--- config.mk ---
export PLATFORM = sky130hd
export DESIGN_NAME = trace_capture
export DESIGN_NICKNAME = d
export VERILOG_FILES = /design/src/rtl/trace_capture.sv
export SDC_FILE = /design/constraint.sdc
export NUM_CORES = 2
export LEC_CHECK = 0
export BUFFER_PORTS_ARGS = -buffer_cell sky130_fd_sc_hd__buf_2
export CORE_ASPECT_RATIO = 1.25
export CORE_UTILIZATION = 30
export CTS_CLUSTER_DIAMETER = 200
export DETAILED_ROUTE_END_ITERATION = 10
export SETUP_SLACK_MARGIN = 0.4
export SYNTH_ARGS = -nofsm -noshare
export SYNTH_HDL_FRONTEND = slang
export SYNTH_SLANG_ARGS = --single-unit
--- constraint.sdc ---
create_clock -name clk -period 5.3 [get_ports clk]
set_clock_uncertainty 0.2 [all_clocks]
set_input_delay 0.265 -clock clk [delete_from_list [all_inputs] [get_ports clk]]
set_output_delay 0.265 -clock clk [all_outputs]
set_load 0.05 [all_outputs]
--- src/rtl/trace_capture.sv ---
// rtl/trace_capture.sv - run sequencer with core reset hold and probe trace buffer (option: TRACE_CAPTURE_TIMESTAMP_EN)
module trace_capture #(
    parameter int DATA_W     = 32,
    parameter int CH         = 3,
    parameter int DEPTH      = 16,
    parameter int RST_CYCLES = 6,
    parameter int CNT_W      = 16
) (
    input  logic                      clk,
    input  logic                      reset,
    input  logic                      start,
    input  logic                      abort,
    input  logic [CNT_W-1:0]          max_cycles,
    input  logic                      wrap_mode,
    input  logic [CH*DATA_W-1:0]      probe,
    input  logic                      probe_valid,
    input  logic                      rd_en,
    output logic                      core_reset,
    output logic                      busy,
    output logic                      done,
    output logic [CNT_W-1:0]          cycle_cnt,
    output logic [$clog2(DEPTH):0]    level,
    output logic                      full,
    output logic                      empty,
    output logic                      overflow,
    output logic [CH*DATA_W-1:0]      rd_data,
    output logic                      rd_valid
`ifdef TRACE_CAPTURE_TIMESTAMP_EN
    ,
    output logic [CNT_W-1:0]          rd_stamp
`endif
);

    localparam int W     = CH * DATA_W;
    localparam int PTR_W = $clog2(DEPTH);
    localparam int LVL_W = PTR_W + 1;
    localparam int HC_W  = (RST_CYCLES > 1) ? $clog2(RST_CYCLES) : 1;

    typedef enum logic [1:0] {IDLE, HOLD, RUN, DONE} state_t;

    state_t              state_q, state_d;
    logic [HC_W-1:0]     hold_cnt_q, hold_cnt_d;
    logic [CNT_W-1:0]    cycle_cnt_q, cycle_cnt_d;
    logic [CNT_W-1:0]    max_q, max_d;
    logic [PTR_W-1:0]    wr_ptr_q, wr_ptr_d;
    logic [PTR_W-1:0]    rd_ptr_q, rd_ptr_d;
    logic [LVL_W-1:0]    level_q, level_d;
    logic                overflow_q, overflow_d;
    logic                core_reset_q, core_reset_d;
    logic                busy_q, busy_d;
    logic                done_q, done_d;
    logic [W-1:0]        rd_data_q, rd_data_d;
    logic                rd_valid_q, rd_valid_d;
    logic [W-1:0]        mem_q [DEPTH];

    logic                capture;
    logic                clear;
    logic                do_pop;
    logic                push_new;
    logic                wr_en;
    logic                full_w;

    assign full_w = (level_q == LVL_W'(DEPTH));

`ifdef TRACE_CAPTURE_TIMESTAMP_EN
    logic [CNT_W-1:0]    stamp_mem_q [DEPTH];
    logic [CNT_W-1:0]    rd_stamp_q, rd_stamp_d;
`endif

    // Next-state: run sequencing first, then buffer pop-before-push, then start-time clear
    always_comb begin
        state_d      = state_q;
        hold_cnt_d   = hold_cnt_q;
        cycle_cnt_d  = cycle_cnt_q;
        max_d        = max_q;
        wr_ptr_d     = wr_ptr_q;
        rd_ptr_d     = rd_ptr_q;
        level_d      = level_q;
        overflow_d   = overflow_q;
        rd_data_d    = rd_data_q;
        rd_valid_d   = 1'b0;
        capture      = 1'b0;
        clear        = 1'b0;
        push_new     = 1'b0;
        wr_en        = 1'b0;
`ifdef TRACE_CAPTURE_TIMESTAMP_EN
        rd_stamp_d   = rd_stamp_q;
`endif

        case (state_q)
            IDLE, DONE: begin
                if (start) begin
                    state_d     = HOLD;
                    hold_cnt_d  = '0;
                    cycle_cnt_d = '0;
                    max_d       = max_cycles;
                    clear       = 1'b1;
                end
            end
            HOLD: begin
                if (abort) begin
                    state_d = DONE;
                end else if (hold_cnt_q == HC_W'(RST_CYCLES - 1)) begin
                    state_d = (max_q == '0) ? DONE : RUN;
                end else begin
                    hold_cnt_d = hold_cnt_q + HC_W'(1);
                end
            end
            RUN: begin
                // abort freezes the counter and suppresses capture in its own cycle
                if (abort) begin
                    state_d = DONE;
                end else begin
                    cycle_cnt_d = cycle_cnt_q + CNT_W'(1);
                    capture     = probe_valid;
                    if (cycle_cnt_q == max_q - CNT_W'(1)) begin
                        state_d = DONE;
                    end
                end
            end
            default: state_d = IDLE;
        endcase

        do_pop = rd_en && (level_q != '0);
        if (do_pop) begin
            rd_data_d  = mem_q[rd_ptr_q];
            rd_valid_d = 1'b1;
            rd_ptr_d   = rd_ptr_q + PTR_W'(1);
`ifdef TRACE_CAPTURE_TIMESTAMP_EN
            rd_stamp_d = stamp_mem_q[rd_ptr_q];
`endif
        end

        if (capture) begin
            if (!full_w || do_pop) begin
                push_new = 1'b1;
                wr_en    = 1'b1;
                wr_ptr_d = wr_ptr_q + PTR_W'(1);
            end else if (wrap_mode) begin
                // full: write lands on the oldest slot, so both pointers advance
                wr_en      = 1'b1;
                wr_ptr_d   = wr_ptr_q + PTR_W'(1);
                rd_ptr_d   = rd_ptr_q + PTR_W'(1);
                overflow_d = 1'b1;
            end else begin
                overflow_d = 1'b1;
            end
        end

        if (push_new && !do_pop) begin
            level_d = level_q + LVL_W'(1);
        end else if (!push_new && do_pop) begin
            level_d = level_q - LVL_W'(1);
        end

        if (clear) begin
            wr_ptr_d   = '0;
            rd_ptr_d   = '0;
            level_d    = '0;
            overflow_d = 1'b0;
        end

        core_reset_d = (state_d == HOLD);
        busy_d       = (state_d == HOLD) || (state_d == RUN);
        done_d       = (state_d == DONE);
    end

    // Control, pointer and output registers
    always_ff @(posedge clk or negedge reset) begin
        if (!reset) begin
            state_q      <= IDLE;
            hold_cnt_q   <= '0;
            cycle_cnt_q  <= '0;
            max_q        <= '0;
            wr_ptr_q     <= '0;
            rd_ptr_q     <= '0;
            level_q      <= '0;
            overflow_q   <= 1'b0;
            core_reset_q <= 1'b1;
            busy_q       <= 1'b0;
            done_q       <= 1'b0;
            rd_data_q    <= '0;
            rd_valid_q   <= 1'b0;
`ifdef TRACE_CAPTURE_TIMESTAMP_EN
            rd_stamp_q   <= '0;
`endif
        end else begin
            state_q      <= state_d;
            hold_cnt_q   <= hold_cnt_d;
            cycle_cnt_q  <= cycle_cnt_d;
            max_q        <= max_d;
            wr_ptr_q     <= wr_ptr_d;
            rd_ptr_q     <= rd_ptr_d;
            level_q      <= level_d;
            overflow_q   <= overflow_d;
            core_reset_q <= core_reset_d;
            busy_q       <= busy_d;
            done_q       <= done_d;
            rd_data_q    <= rd_data_d;
            rd_valid_q   <= rd_valid_d;
`ifdef TRACE_CAPTURE_TIMESTAMP_EN
            rd_stamp_q   <= rd_stamp_d;
`endif
        end
    end

    // Trace storage; contents are don't-care once level is cleared
    always_ff @(posedge clk) begin
        if (wr_en) begin
            mem_q[wr_ptr_q] <= probe;
`ifdef TRACE_CAPTURE_TIMESTAMP_EN
            stamp_mem_q[wr_ptr_q] <= cycle_cnt_q;
`endif
        end
    end

    assign core_reset = core_reset_q;
    assign busy       = busy_q;
    assign done       = done_q;
    assign cycle_cnt  = cycle_cnt_q;
    assign level      = level_q;
    assign full       = full_w;
    assign empty      = (level_q == '0);
    assign overflow   = overflow_q;
    assign rd_data    = rd_data_q;
    assign rd_valid   = rd_valid_q;
`ifdef TRACE_CAPTURE_TIMESTAMP_EN
    assign rd_stamp   = rd_stamp_q;
`endif

endmodule

# After elaboration in Yosys (flattened, before gate mapping)
# Memories as Yosys holds them, arrays and structs flattened. A register that Yosys moved wholly into a read port is not among the register bits.
# Index checks and enable logic that the tools add are counted.
[word_totals]
in_bits = 119
output_inout_bits = 124
ramBits = 1536
memories = 1
elab_cells = 99
ff_bits = 55
[classes]
muxes = 41
n_eq_ne = 14
add_sub_neg = 7
n_reduce_logical = 24
[memory_table]
columns = ["name", "words", "word_bits", "read_ports", "rd_clocked_by_memory_dff", "write_ports", "line", "source"]
rows = [
  ["mem_q", 16, 96, 1, 1, 1, "54", "logic [W-1:0] mem_q [DEPTH];"],
]
[op_table]
columns = ["op", "count"]
rows = [
  ["2-to-1 mux 4 bit", 9],
  ["2-to-1 mux 16 bit", 2],
  ["case mux 16 bit (2 select lines)", 1],
  ["adder 16 x 1 -> 16 bit (second input constant)", 1],
  ["== test 16 bit", 1],
  ["logical NOT 16 bit", 1],
  ["2-to-1 mux 1 bit", 16],
  ["subtractor 16 x 1 -> 16 bit (second input constant)", 1],
  ["2-to-1 mux 5 bit", 3],
  ["2-to-1 mux 2 bit", 5],
  ["inequality test 2 bit (second input constant)", 5],
  ["2-to-1 mux 3 bit", 3],
  ["adder 4 x 1 -> 4 bit (second input constant)", 2],
  ["== test 2 bit (second input constant)", 4],
  ["case mux 2 bit (3 select lines)", 1],
  ["case mux 3 bit (2 select lines)", 1],
  ["AND reduction 2 bit", 3],
  ["nonzero test 2 bit", 3],
  ["nonzero test 3 bit", 2],
  ["adder 5 x 1 -> 5 bit (second input constant)", 1],
  ["== test 5 bit (second input constant)", 1],
  ["logical NOT 5 bit", 1],
  ["nonzero test 5 bit", 1],
  ["subtractor 5 x 1 -> 5 bit (second input constant)", 1],
  ["other kinds (10)", 17],
]

# Logic depth before layout (Yosys ltp)
[logic_depth]
ltp_word = 10
depth_mapped = 13
depth_no_buf = 12

# Least setup slack after synthesis
# Ideal clock, no wire load.
[synth_timing]
path_type = "reg2reg"
startpoint = "reg level_q[1] (netlist: level[1])"
endpoint = "mem mem_q[10][0] (netlist name) (enable)"
stages_incl_launch_ff = 7
n_path_buf = 1
path_slack_ns = 0.826
arrival_ns = 3.808
setup_time_ns = 0.465
required_time_ns = 4.635
synth_period_minus_slack_ns = 4.474
path_cell_list = "dfrtp_1 or4_1 buf_2 or2_1 o21ai_0 nor3b_1 and2_1"
[synth_via]
elab_chain_cells = 7
elab_cells_between_ends = 9
cone_classes = "1 x eq/ne; 4 x mux; 4 x reduce/logical"
[synth_rtl]
columns = ["item", "line", "source"]
rows = [
  ["start: declaration", "47", "logic [LVL_W-1:0] level_q, level_d;"],
  ["start signal: assignment", "194", "level_q <= level_d;"],
  ["== test 5 bit or nonzero test 5 bit (tied branches)", "63, 124", ""],
  ["logical NOT 1 bit or logical AND 1 bit (tied branches)", "135, 124", ""],
  ["logical OR 1 bit *", "135", "if (!full_w || do_pop) begin"],
  ["2-to-1 mux 1 bit *", "135", ""],
  ["2-to-1 mux 1 bit *", "134", "if (capture) begin"],
  ["2-to-1 mux 1 bit *", "209", "if (wr_en) begin"],
  ["2-to-1 mux 1 bit (not written as such) *", "210", "mem_q[wr_ptr_q] <= probe;"],
  ["end: declaration", "54", ""],
]
# Every way passes the cells marked *; elsewhere a longest branch is shown, timed or not.

# Final worst setup path
[layout_timing]
startpoint = "reg state_q[0]"
endpoint = "mem mem_q[2][68] (netlist name) (enable)"
[layout_via]
elab_chain_cells = 5
[layout_rtl]
columns = ["item", "line", "source"]
rows = [
  ["start: declaration", "41", "state_t state_q, state_d;"],
  ["start signal: assignment", "188", "state_q <= state_d;"],
  ["== test 2 bit", "90", "case (state_q)"],
  ["2-to-1 mux 1 bit", "90", ""],
  ["2-to-1 mux 1 bit", "134", ""],
  ["2-to-1 mux 1 bit", "209", ""],
  ["2-to-1 mux 1 bit (not written as such)", "210", ""],
]
# Every way passes these cells.

==> impl_metrics.env <==
export IMPL_rows=191
export IMPL_peakVddDrop_mv=0.370
export IMPL_drt_pass1_iter_count=5
export IMPL_grt_pass1_wl_um=234000
export IMPL_clock_fmax_mhz=263
export IMPL_hpwlAfterDp_um=94300
export IMPL_fp_dieW_um=419
export IMPL_path_clk_slew_ns=0.06
export IMPL_overflow=0
export IMPL_status="completed"
export IMPL_cts_setup_buffers=0
export IMPL_crit_required_ns=5.57
export IMPL_syn_to_final_growth_pct=18.7
export IMPL_wl_per_cell_um=23.3
export IMPL_crit_chain="inv_1, ha_1, and3b_1, o21ai_0, nor3_1, and2_4, buf_4"
export IMPL_cap_violations=0
export IMPL_root_buffer="clkbuf_16"
export IMPL_arrival_ns=4.08
export IMPL_clk_latency_ns=0.81
export IMPL_grt_pass1_vias=33900
export IMPL_max_slew_margin=0.237
export IMPL_rsz0062_at_grt="false"
export IMPL_utilization=0.358
export IMPL_viasPerCell=4.78
export IMPL_path_buf_inv=2
export IMPL_syn_avg_cell_area_um2=19.4
export IMPL_wirelength_um=160000
export IMPL_period_share=0.719
export IMPL_cts_hold_fix_buffers=138
export IMPL_vias=32700
export IMPL_detail_route_antenna_nets=0
export IMPL_coreArea_um2=216000
export IMPL_tightest_slew_ns=1.14
export IMPL_syn_nets=3494
export IMPL_cts_sinks=1687
export IMPL_power_density_nw_per_um2=487
export IMPL_gp_congestion=0.771
export IMPL_dieArea_um2=219000
export IMPL_hp_class="primary input to flip-flop"
export IMPL_layout_common_cells="1536 x edfxtp_1, 292 x mux2i_1, 288 x mux4_2"
export IMPL_grt_antenna_before_repair=26
export IMPL_drc_errors=0
export IMPL_dieHeight_um=523
export IMPL_fillerInstances=20000
export IMPL_critPathKind="flip-flop to flip-flop"
export IMPL_port_buffers=242
export IMPL_cp_top_family="simple AND/OR/NAND/NOR gates"
export IMPL_grt_use_total=0.145
export IMPL_final_cell_count_no_fill=6847
export IMPL_cts_tree="built"
export IMPL_drive_above_1_share=0.227
export IMPL_crit_path_end_kind="flip-flop"
export IMPL_synthesis_area_um2=65200
export IMPL_htreeDepth=4
export IMPL_min_period_ns=3.81
export IMPL_ys_flop_type="edfxtp_1"
export IMPL_drtIter0Drc=2767
export IMPL_multi_input_area_um2=14500
export IMPL_layout_commonest_cell="edfxtp_1"
export IMPL_setup_viol=0
export IMPL_yosys_warnings=0
export IMPL_place_inst=6391
export IMPL_cts_resized_gates=0
export IMPL_max_stage_delay_ns=0.75
export IMPL_maxSlewViolCount=0
export IMPL_critPathLaunchType="flip-flop"
export IMPL_synth_seq_area_share=0.765
export IMPL_cts_made_buffers=167
export IMPL_setup_tns_ns=0
export IMPL_synth_cell_type_count=67
export IMPL_ios=243
export IMPL_netlist_instances=3358
export IMPL_grt_max_degree=102
export IMPL_p_leak_nw=25.2
export IMPL_final_hold_violation_count=0
export IMPL_start_util=0.302
export IMPL_nets=3939
export IMPL_synth_async_sr_flop_share=0.0895
export IMPL_ys_ff_latch=1687
export IMPL_clk_path_buf_depth=3
export IMPL_critPathSlowestCell="and2_4"
export IMPL_critPathMaxFanout=33
export IMPL_synth_edf_count=1536
export IMPL_seq_area_um2=49900
## state kept, by name, indices dropped and copies added (netlist names), 3 cells and up
signal      flops
max_q          16
cycle_cnt      16
rd_ptr_q        4
wr_ptr_q        4
rd_data        96
level           5
hold_cnt_q      3
mem_q        1536
## where the power goes
| group | leakage (nW) | total, mW | switching [mW] | internal, mW |
|---|---|---|---|---|
| Sequential | 15.7 | 15.7 | 0.625 | 15.1 |
| Combinational | 6.83 | 9.95 | 6.04 | 3.91 |
| Clock | 2.73 | 12.1 | 5.20 | 6.90 |
## synthesized netlist by cell type, types with 11 or more instances
cell,instances,area share
edfxtp_1,1536,0.71
dfrtp_1,150,0.058
and2_1,17,0.0016
inv_1,16,0.00092
xnor2_1,15,0.0020
o31ai_1,97,0.011
o22ai_1,96,0.0092
nor2_1,36,0.0021
mux4_2,288,0.099
nand2_1,266,0.015
buf_2,58,0.0044
clkbuf_1,103,0.0059
ha_1,16,0.0031
xor2_1,22,0.0030
mux2i_1,292,0.045
nand3_1,11,0.00084
o21ai_0,114,0.0087
a21oi_1,16,0.0012
nor2b_1,99,0.0095
buf_1,24,0.0014
## cells by family after synthesis
kind of cell,after synthesis,share of synthesized area
and+or+nand+nor,476,0.0347
buffers and inverters,204,0.0130
AOI/OAI and AO/OA,356,0.0346
muxes,581,0.144
adders and majority gates,17,0.00338
xor gates and xnor gates,37,0.00497
DFF,1687,0.765
## cell type report
class,count,share of cell area
well taps,2895,0.0468
multi-input cells,1467,0.188
clock inverters,90,0.0145
flip-flops and latches,1687,0.644
clock buffers,222,0.0586
inverters,17,0.000824
diodes,6,0.000194
repair buffers,463,0.0470
## path summary, 6_finish.rpt
check / end / cells past startpoint / slack, ns / from
max in group asynchronous: rd_data[0]$_DFFE_PN0P_ / 4 / 3.83 / reset
setup reg to reg: mem_q[2][68]$_DFFE_PP_ / 7 / 1.49 / state_q[0]$_DFF_PN0_
setup / recovery: mem_q[2][68]$_DFFE_PP_ / 7 / 1.49 / state_q[0]$_DFF_PN0_
min in group asynchronous: core_reset$_DFF_PN1_ / 3 / 0.34 / reset
hold / removal: mem_q[0][76]$_DFFE_PP_ / 2 / 0.20 / probe[76]
hold reg to reg: rd_data[14]$_DFFE_PN0P_ / 2 / 0.27 / rd_data[14]$_DFFE_PN0P_
## routing by layer
metal  wire length (um)  GRT usage  part of all wire  vias up
li1                   -          -                 -    14400
met1              68400      0.189              0.43    17300
met2              79400      0.245              0.50      783
met3               8310     0.0307             0.052      221
met4               3360     0.0357             0.021       20
met5                124          0           0.00078        -
## through the flow
stage,setup slack (ns),hold WS (ns),area (um2),power (mW)
floorplan,0.826,-0.231,65200,22.9
global placement,1.55,0.120,70400,26.0
detailed placement,1.48,0.149,70400,26.0
CTS,1.44,0.120,77500,38.3
global route,1.26,0.161,77500,39.4
finish,1.49,0.196,77500,37.8
## worst register-to-register path: stages, from the launching register on
cell	delay [ns]
dfrtp_1	0.45
inv_1	0.10
ha_1	0.39
and3b_1	0.41
o21ai_0	0.27
nor3_1	0.44
and2_4	0.75
buf_4	0.46
Note: power is estimated with default switching activity, not from simulation.
